**src/rtl/reduce_result_injector_pkg.sv**
```systemverilog
// Shared definitions for the reduction-result injector.
// Flit layout (FLIT_W = PayloadWidth + HDR_W):
//   [PayloadWidth-1:0]             payload
//   [PayloadWidth+DST_X_OFF +: 3]  destination X
//   [PayloadWidth+DST_Y_OFF +: 3]  destination Y
//   [PayloadWidth+DST_Z_OFF +: 3]  destination Z
//   [PayloadWidth+VALID_OFF]       flit valid bit (MSB)
// Remaining header bits are carried through untouched.
package reduce_result_injector_pkg;

   localparam int HDR_W     = 50;
   localparam int DST_X_OFF = 0;
   localparam int DST_Y_OFF = 3;
   localparam int DST_Z_OFF = 6;
   localparam int VALID_OFF = 49;
   localparam int NUM_INJ   = 6;

   // Port indices; inject_bus slot i carries port i.
   typedef enum logic [2:0] {
      PORT_XPOS  = 3'd0,
      PORT_YPOS  = 3'd1,
      PORT_ZPOS  = 3'd2,
      PORT_XNEG  = 3'd3,
      PORT_YNEG  = 3'd4,
      PORT_ZNEG  = 3'd5,
      PORT_LOCAL = 3'd6
   } port_e;

   typedef enum logic {
      ST_IDLE = 1'b0,
      ST_HOLD = 1'b1
   } state_e;

   // Forward ring distance (dst - cur) mod dim; coordinates are assumed < dim.
   function automatic logic [2:0] ring_dist(input logic [2:0] dst, input logic [2:0] cur,
                                            input int dim);
      logic [4:0] sum;
      sum = {2'b00, dst} + 5'(dim) - {2'b00, cur};
      if (sum >= 5'(dim)) begin
         sum = sum - 5'(dim);
      end else begin
         sum = sum;
      end
      return 3'(sum);
   endfunction

endpackage

```
**src/rtl/reduce_result_injector_if.sv**
```systemverilog
// Handshake bundle between the reduce unit / router / kernel and the injector.
//   in_flit, in_children, in_valid, in_ready : push side from the reduce unit
//   inject_bus, inject_ready                 : six router inject ports
//   local_flit, local_valid, local_ready     : local kernel port
//   overflow_cnt                             : dropped-flit counter
// slave = the injector, master = its environment.
interface reduce_result_injector_if
   import reduce_result_injector_pkg::*;
#(
   parameter int FLIT_W  = 32 + HDR_W,
   parameter int CHILD_W = 3
);
   localparam int FC_W = FLIT_W + CHILD_W;

   logic [FLIT_W-1:0]         in_flit;
   logic [CHILD_W-1:0]        in_children;
   logic                      in_valid;
   logic                      in_ready;
   logic [NUM_INJ*FC_W-1:0]   inject_bus;
   logic [NUM_INJ-1:0]        inject_ready;
   logic [FLIT_W-1:0]         local_flit;
   logic                      local_valid;
   logic                      local_ready;
   logic [7:0]                overflow_cnt;

   modport master (
      output in_flit, in_children, in_valid, inject_ready, local_ready,
      input  in_ready, inject_bus, local_flit, local_valid, overflow_cnt
   );

   modport slave (
      input  in_flit, in_children, in_valid, inject_ready, local_ready,
      output in_ready, inject_bus, local_flit, local_valid, overflow_cnt
   );
endinterface

```
**src/rtl/reduce_result_injector_route_calc.sv**
```systemverilog
// Combinational dimension-order router for the head flit.
//   dst_x/dst_y/dst_z : destination coordinates of the flit
//   port              : selected port (X, then Y, then Z; local when all distances are 0)
// A ring distance of exactly DIM/2 resolves to the positive direction.
module inject_route_calc
   import reduce_result_injector_pkg::*;
#(
   parameter logic [2:0] cur_x = 3'd0,
   parameter logic [2:0] cur_y = 3'd0,
   parameter logic [2:0] cur_z = 3'd0,
   parameter int         DIM   = 4
) (
   input  logic [2:0] dst_x,
   input  logic [2:0] dst_y,
   input  logic [2:0] dst_z,
   output port_e      port
);
   localparam logic [2:0] HALF = 3'(DIM / 2);

   logic [2:0] dx_s;
   logic [2:0] dy_s;
   logic [2:0] dz_s;
   port_e      port_s;

   // Per-dimension forward distances.
   always_comb begin
      dx_s = ring_dist(dst_x, cur_x, DIM);
      dy_s = ring_dist(dst_y, cur_y, DIM);
      dz_s = ring_dist(dst_z, cur_z, DIM);
   end

   // First non-zero dimension decides; direction by shortest way round the ring.
   always_comb begin
      port_s = PORT_LOCAL;
      if (dx_s != 3'd0) begin
         if (dx_s <= HALF) port_s = PORT_XPOS; else port_s = PORT_XNEG;
      end else if (dy_s != 3'd0) begin
         if (dy_s <= HALF) port_s = PORT_YPOS; else port_s = PORT_YNEG;
      end else if (dz_s != 3'd0) begin
         if (dz_s <= HALF) port_s = PORT_ZPOS; else port_s = PORT_ZNEG;
      end else begin
         port_s = PORT_LOCAL;
      end
   end

   assign port = port_s;
endmodule

```
**src/rtl/reduce_result_injector.sv**
```systemverilog
// Buffers completed reduction flits and hands each one to its router inject port or to
// the local kernel over a valid/ready handshake.
//   clk, rst : clock, asynchronous active-low reset
//   bus      : slave side of reduce_result_injector_if (push, inject, local, overflow)
// A DEPTH-entry FIFO feeds a two-state output stage; the output stage pops and reloads
// on the same edge as a hand-off, giving one flit per cycle while ready stays high.
module reduce_result_injector
   import reduce_result_injector_pkg::*;
#(
   parameter logic [2:0] cur_x        = 3'd0,
   parameter logic [2:0] cur_y        = 3'd0,
   parameter logic [2:0] cur_z        = 3'd0,
   parameter int         DIM          = 4,
   parameter int         lg_numprocs  = 3,
   parameter int         PayloadWidth = 32,
   parameter int         DEPTH        = 4
) (
   input logic                     clk,
   input logic                     rst,
   reduce_result_injector_if.slave bus
);
   localparam int FLIT_W    = PayloadWidth + HDR_W;
   localparam int FC_W      = FLIT_W + lg_numprocs;
   localparam int AW        = $clog2(DEPTH);
   localparam int VALID_POS = PayloadWidth + VALID_OFF;

   logic [FC_W-1:0]         mem_r [DEPTH];
   logic [AW:0]             wr_ptr_r;
   logic [AW:0]             rd_ptr_r;
   logic [7:0]              overflow_r;
   state_e                  state_r;
   port_e                   sel_r;
   logic [NUM_INJ*FC_W-1:0] inject_bus_r;
   logic [FLIT_W-1:0]       local_flit_r;
   logic                    local_valid_r;

   logic                    empty_s;
   logic                    full_s;
   logic                    push_s;
   logic                    pop_s;
   logic                    drop_s;
   logic                    sel_ready_s;
   logic                    handoff_s;
   logic [FC_W-1:0]         head_s;
   port_e                   head_port_s;
   logic [NUM_INJ*FC_W-1:0] load_bus_s;
   logic [FLIT_W-1:0]       load_local_s;

   // The extra pointer bit tells full from empty when the index bits match.
   assign empty_s = (wr_ptr_r == rd_ptr_r);
   assign full_s  = (wr_ptr_r[AW] != rd_ptr_r[AW]) && (wr_ptr_r[AW-1:0] == rd_ptr_r[AW-1:0]);
   assign head_s  = mem_r[rd_ptr_r[AW-1:0]];

   // Push qualification: flits with the valid bit clear are ignored outright.
   always_comb begin
      push_s = 1'b0;
      drop_s = 1'b0;
      if (bus.in_valid && bus.in_flit[VALID_POS]) begin
         push_s = !full_s;
         drop_s = full_s;
      end else begin
         push_s = 1'b0;
         drop_s = 1'b0;
      end
   end

   // Ready of the port currently owned by the output register.
   always_comb begin
      sel_ready_s = 1'b0;
      case (sel_r)
         PORT_XPOS:  sel_ready_s = bus.inject_ready[0];
         PORT_YPOS:  sel_ready_s = bus.inject_ready[1];
         PORT_ZPOS:  sel_ready_s = bus.inject_ready[2];
         PORT_XNEG:  sel_ready_s = bus.inject_ready[3];
         PORT_YNEG:  sel_ready_s = bus.inject_ready[4];
         PORT_ZNEG:  sel_ready_s = bus.inject_ready[5];
         PORT_LOCAL: sel_ready_s = bus.local_ready;
         default:    sel_ready_s = 1'b0;
      endcase
   end

   assign handoff_s = (state_r == ST_HOLD) && sel_ready_s;
   assign pop_s     = !empty_s && ((state_r == ST_IDLE) || handoff_s);

   inject_route_calc #(
      .cur_x (cur_x),
      .cur_y (cur_y),
      .cur_z (cur_z),
      .DIM   (DIM)
   ) u_route (
      .dst_x (head_s[PayloadWidth+DST_X_OFF +: 3]),
      .dst_y (head_s[PayloadWidth+DST_Y_OFF +: 3]),
      .dst_z (head_s[PayloadWidth+DST_Z_OFF +: 3]),
      .port  (head_port_s)
   );

   // Output image of the head flit: only its own slot is non-zero.
   always_comb begin
      load_bus_s   = '0;
      load_local_s = '0;
      for (int i = 0; i < NUM_INJ; i++) begin
         if (head_port_s == port_e'(i)) begin
            load_bus_s[i*FC_W +: FC_W] = head_s;
         end else begin
            load_bus_s[i*FC_W +: FC_W] = '0;
         end
      end
      if (head_port_s == PORT_LOCAL) begin
         load_local_s = head_s[FLIT_W-1:0];
      end else begin
         load_local_s = '0;
      end
   end

   // FIFO storage; contents need no reset because the pointers qualify them.
   always_ff @(posedge clk) begin
      if (push_s) begin
         mem_r[wr_ptr_r[AW-1:0]] <= {bus.in_children, bus.in_flit};
      end
   end

   // FIFO pointers.
   always_ff @(posedge clk or negedge rst) begin
      if (!rst) begin
         wr_ptr_r <= '0;
         rd_ptr_r <= '0;
      end else begin
         if (push_s) wr_ptr_r <= wr_ptr_r + {{AW{1'b0}}, 1'b1};
         if (pop_s)  rd_ptr_r <= rd_ptr_r + {{AW{1'b0}}, 1'b1};
      end
   end

   // Saturating count of valid flits dropped on a full FIFO.
   always_ff @(posedge clk or negedge rst) begin
      if (!rst) begin
         overflow_r <= 8'd0;
      end else if (drop_s && (overflow_r != 8'hFF)) begin
         overflow_r <= overflow_r + 8'd1;
      end
   end

   // Output FSM: owns the single output register and drives the ports from it.
   always_ff @(posedge clk or negedge rst) begin
      if (!rst) begin
         state_r       <= ST_IDLE;
         sel_r         <= PORT_LOCAL;
         inject_bus_r  <= '0;
         local_flit_r  <= '0;
         local_valid_r <= 1'b0;
      end else begin
         case (state_r)
            ST_IDLE: begin
               if (pop_s) begin
                  state_r       <= ST_HOLD;
                  sel_r         <= head_port_s;
                  inject_bus_r  <= load_bus_s;
                  local_flit_r  <= load_local_s;
                  local_valid_r <= (head_port_s == PORT_LOCAL);
               end
            end
            ST_HOLD: begin
               // Without a hand-off everything holds bit-stable.
               if (handoff_s) begin
                  if (pop_s) begin
                     sel_r         <= head_port_s;
                     inject_bus_r  <= load_bus_s;
                     local_flit_r  <= load_local_s;
                     local_valid_r <= (head_port_s == PORT_LOCAL);
                  end else begin
                     state_r       <= ST_IDLE;
                     sel_r         <= PORT_LOCAL;
                     inject_bus_r  <= '0;
                     local_flit_r  <= '0;
                     local_valid_r <= 1'b0;
                  end
               end
            end
            default: begin
               state_r       <= ST_IDLE;
               sel_r         <= PORT_LOCAL;
               inject_bus_r  <= '0;
               local_flit_r  <= '0;
               local_valid_r <= 1'b0;
            end
         endcase
      end
   end

   assign bus.in_ready     = !full_s;
   assign bus.inject_bus   = inject_bus_r;
   assign bus.local_flit   = local_flit_r;
   assign bus.local_valid  = local_valid_r;
   assign bus.overflow_cnt = overflow_r;
endmodule

```
**src/flat_wrapper.sv**
```systemverilog
// flat-port wrapper written by rule: the top's interface ports become plain ports
module reduce_result_injector_flat import reduce_result_injector_pkg::*;
#(
   parameter logic [2:0] cur_x        = 3'd0,
   parameter logic [2:0] cur_y        = 3'd0,
   parameter logic [2:0] cur_z        = 3'd0,
   parameter int         DIM          = 4,
   parameter int         lg_numprocs  = 3,
   parameter int         PayloadWidth = 32,
   parameter int         DEPTH        = 4
)
  (clk, rst, bus_in_flit, bus_in_children, bus_in_valid, bus_inject_ready, bus_local_ready, bus_in_ready, bus_inject_bus, bus_local_flit, bus_local_valid, bus_overflow_cnt);
  reduce_result_injector_if #(.FLIT_W(((32) + HDR_W)), .CHILD_W((3))) bus_i ();
  input logic clk;
  input logic rst;
  input wire logic [$bits(bus_i.in_flit)-1:0] bus_in_flit;
  input wire logic [$bits(bus_i.in_children)-1:0] bus_in_children;
  input wire logic [$bits(bus_i.in_valid)-1:0] bus_in_valid;
  input wire logic [$bits(bus_i.inject_ready)-1:0] bus_inject_ready;
  input wire logic [$bits(bus_i.local_ready)-1:0] bus_local_ready;
  output wire logic [$bits(bus_i.in_ready)-1:0] bus_in_ready;
  output wire logic [$bits(bus_i.inject_bus)-1:0] bus_inject_bus;
  output wire logic [$bits(bus_i.local_flit)-1:0] bus_local_flit;
  output wire logic [$bits(bus_i.local_valid)-1:0] bus_local_valid;
  output wire logic [$bits(bus_i.overflow_cnt)-1:0] bus_overflow_cnt;
  assign bus_i.in_flit = bus_in_flit;
  assign bus_i.in_children = bus_in_children;
  assign bus_i.in_valid = bus_in_valid;
  assign bus_i.inject_ready = bus_inject_ready;
  assign bus_i.local_ready = bus_local_ready;
  assign bus_in_ready = bus_i.in_ready;
  assign bus_inject_bus = bus_i.inject_bus;
  assign bus_local_flit = bus_i.local_flit;
  assign bus_local_valid = bus_i.local_valid;
  assign bus_overflow_cnt = bus_i.overflow_cnt;
  reduce_result_injector #(.cur_x(cur_x), .cur_y(cur_y), .cur_z(cur_z), .DIM(DIM), .lg_numprocs(lg_numprocs), .PayloadWidth(PayloadWidth), .DEPTH(DEPTH)) u_core (.clk(clk), .rst(rst), .bus(bus_i));
endmodule
```
**config.mk**
```make
export PLATFORM = sky130hd
export DESIGN_NAME = reduce_result_injector_flat
export DESIGN_NICKNAME = d
export VERILOG_FILES = /design/src/rtl/reduce_result_injector_pkg.sv /design/src/rtl/reduce_result_injector_if.sv /design/src/rtl/reduce_result_injector_route_calc.sv /design/src/rtl/reduce_result_injector.sv /design/src/flat_wrapper.sv
export SDC_FILE = /design/constraint.sdc
export NUM_CORES = 1
export LEC_CHECK = 0
export CAP_MARGIN = 15
export CORE_MARGIN = 8
export CORE_UTILIZATION = 46
export DETAILED_ROUTE_END_ITERATION = 10
export GPL_TIMING_DRIVEN = 0
export PLACE_DENSITY = 0.77
export SYNTH_ARGS = -nofsm -noshare
export SYNTH_HDL_FRONTEND = slang
export SYNTH_SLANG_ARGS = --single-unit
```
**constraint.sdc**
```tcl
create_clock -name clk -period 3.65 [get_ports clk]
set_input_delay 0.73 -clock clk [delete_from_list [all_inputs] [get_ports clk]]
set_output_delay 0.73 -clock clk [all_outputs]
set_load 0.1 [all_outputs]
```
==> results_dict.tcl, run 1 <==
set metrics [dict create \
    first_iter_violations 1897 \
    hp-class "input pin to async pin" \
    yosysTopAreaCell "dfrtp_1" \
    worstSetupEndpoint "u_core.bus.inject_bus[250]$_DFFE_PN0P_" \
    swShare_pct 49.4 \
    r2r_setup_slack_ns 0.14 \
    p_sw_mw 23.3 \
    rows 100 \
    intPower_mw 23.9 \
    first_pass_iters 7 \
    fin_crit_sh_pct 96.3 \
    power_frac_clock_pct 20.2 \
    synth_top_family_by_area "compound AO/OA/AOI/OAI gates" \
    setup_violations 0 \
    finalHoldViolCount 0 \
    numCtsBuffers 94 \
    clock.fmax_mhz 285 \
    ir_drop_v 0.000720 \
    power_frac_comb_pct 50.6 \
    synth-simple-area-share_pct 1.32 \
    finalMaxSlewViolations 0 \
    routabilityCongestion 0.860 \
    run_status "completed" \
    yosysTopAreaCellShare_pct 44.6 \
    critPathArrivalTime_ns 4.01 \
    r2r_cells 6 \
    synth_nets 1983 \
    clkSinkCount 951 \
    crit_type "flip-flop to flip-flop" \
    final_nets 2797 \
    dr_total_vias 22866 \
    synth_mux_area_share_pct 5.84 \
    r2r_end "u_core.bus.inject_bus[250]$_DFFE_PN0P_" \
    p_seq_share_pct 29.2 \
    post-route-min-period_ns 3.51 \
    core_area_um2 73900 \
    ys.flop_type "dfrtp_1" \
    htree_levels 3 \
    synth_top_cells_by_area "dfrtp_1 (45%), edfxtp_1 (30%), a22o_1 (10%)" \
    cts_buffer_depth 3 \
    synth-edff-count 340 \
    ant_nets 0 \
    clockRootBuffer "clkbuf_16" \
    grt_max_degree 137 \
    grt_pass1_wl_mm 167 \
    hpwlAfterDp_mm 82.9 \
    critPathMaxFanout 10 \
    syn-cell-area_um2 34100 \
    timing.slew.headroom_pct 20.4 \
    synth_compound_area_share_pct 15.3 \
    antenna_found_initial 33 \
    p_leak_nw 18.7 \
    ys_warn_count 0 \
    critPathLaunch "u_core.rd_ptr_r[1]$_DFFE_PN0P_" \
    drive_above_1_share_pct 13.3 \
    final_util_pct 62.2 \
    end_kind "flip-flop" \
    ys_ff_latch 951 \
    floorplan.die_area_um2 83200 \
    cp-start-kind "flip-flop" \
    grt-ovfl-total 0 \
    grt_util_all_layers_pct 27.4 \
    drv_cap 0 \
    cts_hold_buf 0 \
    ys_seq_area_share_pct 74.7 \
    floorplan.initialDensity_pct 46.2 \
    num_io_pins 697 \
    grt_setup_unrepaired "false" \
    cts_tree "built" \
    synth_fa_ha_area_share_pct 0.220 \
    port_buffers 696 \
    synth_xor_area_share_pct 0.436 \
    wl_per_cell_um 31.1 \
    p_per_area_nw_per_um2 1030 \
    area_growth_pct 34.6 \
    grt_pass1_vias 24047 \
    clock_latency_ns 0.65 \
    critPathRequiredTime_ns 4.15 \
    post_synth_num_cell_types 43 \
    die_width_um 288 \
    drc 0 \
    avgSynthCellArea_um2 18.1 \
    crit-reg2reg-launch "u_core.rd_ptr_r[1]$_DFFE_PN0P_" \
    hold-worst-slack_ns 0.136 \
    via_per_inst 6.06 \
    clk_pin_slew_worst_paths_ns 0.06 \
    fp.dieH_um 288 \
    skew_ns 0.0410 \
    netlist_instances 1882 \
    totalWireLength_mm 117 \
    synthArstFlopShare_pct 64.2 \
    worst_pin_slew_ns 1.19 \
]
logic make-up (layout without fill, tap and decap cells):
| group | Yosys count | in the layout |
|---|---|---|
| AOI/OAI and AO/OA | 577 | 577 |
| adders and majority gates | 6 | 6 |
| xor gates and xnor gates | 17 | 17 |
| muxes | 91 | 91 |
| and+or+nand+nor | 69 | 69 |
| buffers and inverters | 171 | 1063 |
| other | 0 | 29 |
| DFF | 951 | 951 |
layer usage:
metal	global-route usage (%)	share of wire, %
met2	45.2	50
met3	7.82	9.4
met5	0	0.028
met4	11.9	4.1
met1	33.7	37
critical path, cell delays in order (launching register included):
cell and delay (ns):
dfrtp_1 0.42, clkbuf_1 0.34, clkbuf_4 0.37, clkbuf_1 0.72
clkbuf_1 0.65, mux4_2 0.58, a32o_1 0.28
through the flow:
step	cell area (um^2)	TNS [ns]	instances	power [mW]	setup WS, ns
final	46000	0	3772	47.2	0.136
after global routing	46000	0	3770	48.7	0.0176
after CTS	45900	0	3742	47.2	0.00209
after detailed placement	42700	-372.38	3562	37.5	-0.986
after global placement	42300	-	3547	36.9	-23.39
after floorplan	34200	0	1882	29.2	0.387
layout make-up:
cell class	count	area (um^2)
Inverter	8	30.0
Fill cell	5175	28000
Buffer	162	787
Timing Repair Buffer	719	7410
Sequential cell	951	25500
Tap cell	969	1210
Clock inverter	43	369
Antenna cell	29	72.6
Multi-Input combinational cell	760	7940
Clock buffer	131	2670
worst min path at each step:
stage                                           start                                      to  slack, ns
2_1_floorplan                                     rst    u_core.bus.inject_bus[0]$_DFFE_PN0P_       0.43
3_3_place_gp   u_core.bus.inject_bus[202]$_DFFE_PN0P_  u_core.bus.inject_bus[202]$_DFFE_PN0P_       0.47
3_5_place_dp   u_core.bus.inject_bus[210]$_DFFE_PN0P_  u_core.bus.inject_bus[210]$_DFFE_PN0P_       0.47
4_1_cts                                           rst   u_core.bus.inject_bus[19]$_DFFE_PN0P_       0.15
5_1_grt                                           rst   u_core.bus.inject_bus[17]$_DFFE_PN0P_       0.18
6_report                                          rst   u_core.bus.inject_bus[19]$_DFFE_PN0P_       0.14
synthesized netlist by cell type (2+ instances only):
cell type / n
nand4_1: 4
clkbuf_1: 89
nor2_1: 5
buf_4: 13
and3_1: 5
nand2b_1: 2
nor3_1: 3
edfxtp_1: 340
xnor2_1: 12
buf_2: 41
inv_1: 8
and2_1: 35
dfstp_2: 2
mux4_2: 86
a21oi_1: 4
mux2_2: 5
nor3_4: 2
a22o_1: 409
a32o_1: 154
nand2_1: 4
o21ai_0: 2
buf_1: 19
dfrtp_1: 609
ha_1: 6
xor2_1: 5
state kept, by name (all words and copies together), names as in the netlist:
| register | cells |
|---|---|
| u_core.bus.local_flit | 82 |
| u_core.rd_ptr_r | 3 |
| u_core.state_r | 1 |
| u_core.wr_ptr_r | 3 |
| u_core.bus.overflow_cnt | 8 |
| u_core.sel_r | 3 |
| u_core.bus.local_valid | 1 |
| u_core.mem_r | 340 |
| u_core.bus.inject_bus | 510 |
placed cells by master, fill, tap and decap left out, types with 4 or more instances in the layout:
cell / count
a22o_1: 409
a32o_1: 154
and2_1: 31
and2_4: 4
and3_1: 5
buf_1: 9
buf_16: 10
buf_2: 42
buf_4: 26
buf_8: 4
bufinv_16: 4
clkbuf_1: 87
clkbuf_16: 97
clkbuf_2: 23
clkbuf_8: 11
clkdlybuf4s50_1: 694
clkinv_1: 6
clkinv_2: 21
dfrtp_1: 608
diode_2: 29
edfxtp_1: 340
ha_1: 6
inv_1: 8
mux2_2: 5
mux4_2: 86
nand2_1: 4
nand4_1: 4
xnor2_1: 12
xor2_1: 5
power groups by stage:
stage,Combinational [mW],Sequential [mW],Clock [mW]
final,23.9,13.8,9.51
after global routing,24.7,13.9,10.0
after CTS,23.9,13.8,9.61
after detailed placement,23.6,13.9,0
after global placement,23.0,13.9,0
after floorplan,7.39,21.8,0
repair_timing:
| action | 4_1_cts | 5_1_grt |
|---|---|---|
| buffers inserted | 7 | 1 |
| pin swaps | 3 | 1 |
| gates resized for setup | 39 | 24 |
| endpoints found under the setup margin | 778 | 241 |
Note: power is estimated with default switching activity, not from simulation.
==> inputs of run 2 (changes only) <==
- CELL_PAD_IN_SITES_DETAIL_PLACEMENT: unset -> 0
- CELL_PAD_IN_SITES_GLOBAL_PLACEMENT: unset -> 1
- CORE_UTILIZATION: 46 -> 39
==> results_dict.tcl, run 2 (synthesized netlist as in run 1, its figures left out) <==
set metrics [dict create \
    floorplan.initialDensity_pct 39.4 \
    critPathArrivalTime_ns 4.00 \
    clock_latency_ns 0.66 \
    clock.fmax_mhz 288 \
    critPathLaunch "u_core.sel_r[0]$_DFFE_PN0P_" \
    area_growth_pct 36.0 \
    power_frac_clock_pct 21.2 \
    p_per_area_nw_per_um2 1020 \
    crit_type "flip-flop to flip-flop" \
    finalMaxSlewViolations 0 \
    numCtsBuffers 98 \
    final_nets 2800 \
    drv_cap 0 \
    intPower_mw 24.2 \
    p_total_mw 47.6 \
    cp-start-kind "flip-flop" \
    drive_above_1_share_pct 13.4 \
    num-fill-cells 6995 \
    grt_util_all_layers_pct 23.8 \
    met1Wirelength_mm 47.4 \
    end_kind "flip-flop" \
    critPathRequiredTime_ns 4.18 \
    grt_pass1_wl_mm 172 \
    totalWireLength_mm 119 \
    highest_layer "met5" \
    ir_drop_v 0.000763 \
    clockRootBuffer "clkbuf_16" \
    p_sw_mw 23.4 \
    post-route-min-period_ns 3.48 \
    skew_ns 0.0298 \
    multi_input_area_um2 7940 \
    worstHoldPathCells 1 \
    fin_crit_sh_pct 95.3 \
    worst_pin_slew_ns 1.18 \
    dr_total_vias 22476 \
    r2r_setup_slack_ns 0.17 \
    finalHoldViolCount 0 \
    via_per_inst 5.68 \
    core_area_um2 86800 \
    setup_violations 0 \
    grt_max_degree 130 \
    layout_commonest_cell "clkdlybuf4s50_1" \
    drc 0 \
    crit-reg2reg-launch "u_core.sel_r[0]$_DFFE_PN0P_" \
    hold_end "u_core.bus.inject_bus[459]$_DFFE_PN0P_" \
    htree_levels 3 \
    cts_buffer_depth 3 \
    r2r_end "u_core.bus.inject_bus[297]$_DFFE_PN0P_" \
    fp.dieH_um 312 \
    power_frac_comb_pct 49.9 \
    clk_pin_slew_worst_paths_ns 0.06 \
    largest_register_ff_count 510 \
    hp-class "flip-flop to flip-flop" \
    seq_area_um2 25500 \
    antenna_found_initial 26 \
    clkSinkCount 951 \
    wl_met2_mm 58.5 \
    first_pass_iters 5 \
    wl_per_cell_um 30.1 \
    timing.slew.headroom_pct 21.3 \
    die_width_um 312 \
    num_io_pins 697 \
    final_cell_mix "clkdlybuf4s50_1 (694), dfrtp_1 (609), a22o_1 (409)" \
    final_util_pct 53.5 \
    grt-ovfl-total 0 \
    critPathMaxFanout 10 \
    rows 108 \
    p_leak_nw 18.9 \
    p_seq_share_pct 28.9 \
    ant_nets 0 \
    routabilityCongestion 0.837 \
    worstHoldStart "u_core.bus.inject_bus[459]$_DFFE_PN0P_" \
    swShare_pct 49.2 \
    floorplan.die_area_um2 97300 \
    first_iter_violations 1897 \
    grt_pass1_vias 23579 \
    cts_tree "built" \
    hpwlAfterDp_mm 85.8 \
    port_buffers 696 \
    tns_ns 0 \
    run_status "completed" \
    r2r_cells 7 \
    met3WireLength_mm 9.15 \
]
## run 2: cell count changes in the layout (fill, tap and decap cells not counted), sizes merged, moves of 2 or more
cell / change
diode: -7
clkinv: -13
buf: -2
inv: +2
clkbuf: +24
bufinv: -2
## run 2: repair_timing
item	CTS	global route
buffers inserted	9	0
gates resized for setup	32	28
endpoints found under the setup margin	800	175
hold endpoints to repair	29	0
pin swaps	4	0
hold buffers	1	0
## run 2: per-stage QoR
stage	hold slack [ns]	setup WS (ns)	area [um^2]	std cells
3_3_place_gp	0.468	-24.10	42600	3733
5_1_grt	0.496	-0.0284	46400	3958
2_1_floorplan	0.434	0.387	34200	1882
4_1_cts	0.491	0.00491	46400	3940
3_5_place_dp	0.470	-1.19	42900	3747
6_report	0.486	0.172	46400	3960
## run 2: per-layer routing
metal  global-route usage, %  vias to the layer above
met5                       0                        -
met4                    9.60                        4
met3                    6.14                      215
met2                    38.8                     1054
met1                    30.3                    11936
li1                        -                     9267
## run 2: area by class of cell
class	instances	share of cell area [%]
flip-flops and latches	951	54.9
multi-input cells	760	17.1
repair buffers	720	15.9
clock buffers	155	6.45
well taps	1155	3.11
plain buffers	160	1.67
clock inverters	29	0.660
diodes	22	0.119
inverters	8	0.0647
## run 2: worst max path at each step
stage / end / slack (ns)
final: u_core.bus.inject_bus[297]$_DFFE_PN0P_ / 0.17
after global placement: u_core.bus.inject_bus[141]$_DFFE_PN0P_ / -24.10
after global routing: u_core.bus.local_flit[59]$_DFFE_PN0P_ / -0.03
after floorplan: u_core.bus.overflow_cnt[6]$_DFFE_PN0P_ / 0.39
after detailed placement: u_core.bus.inject_bus[291]$_DFFE_PN0P_ / -1.19
after CTS: u_core.bus.local_flit[4]$_DFFE_PN0P_ / 0.005
## run 2: critical path, stage by stage (launching register included)
cell and delay [ns]:
dfrtp_1 0.53, mux2_2 0.39, mux4_2 0.58, o21ai_1 0.64, nor2_4 0.18, buf_4 0.29, clkdlybuf4s15_2 0.42, a22o_1 0.29
## run 2: power by group through the flow
stage               clock, mW  combinational (mW)  sequential [mW]
CTS                      10.2                23.9             13.7
global placement            0                23.3             13.9
detailed placement          0                23.8             13.9
finish                   10.1                23.8             13.8
global route             10.7                24.7             13.9
floorplan                   0                7.39             21.8
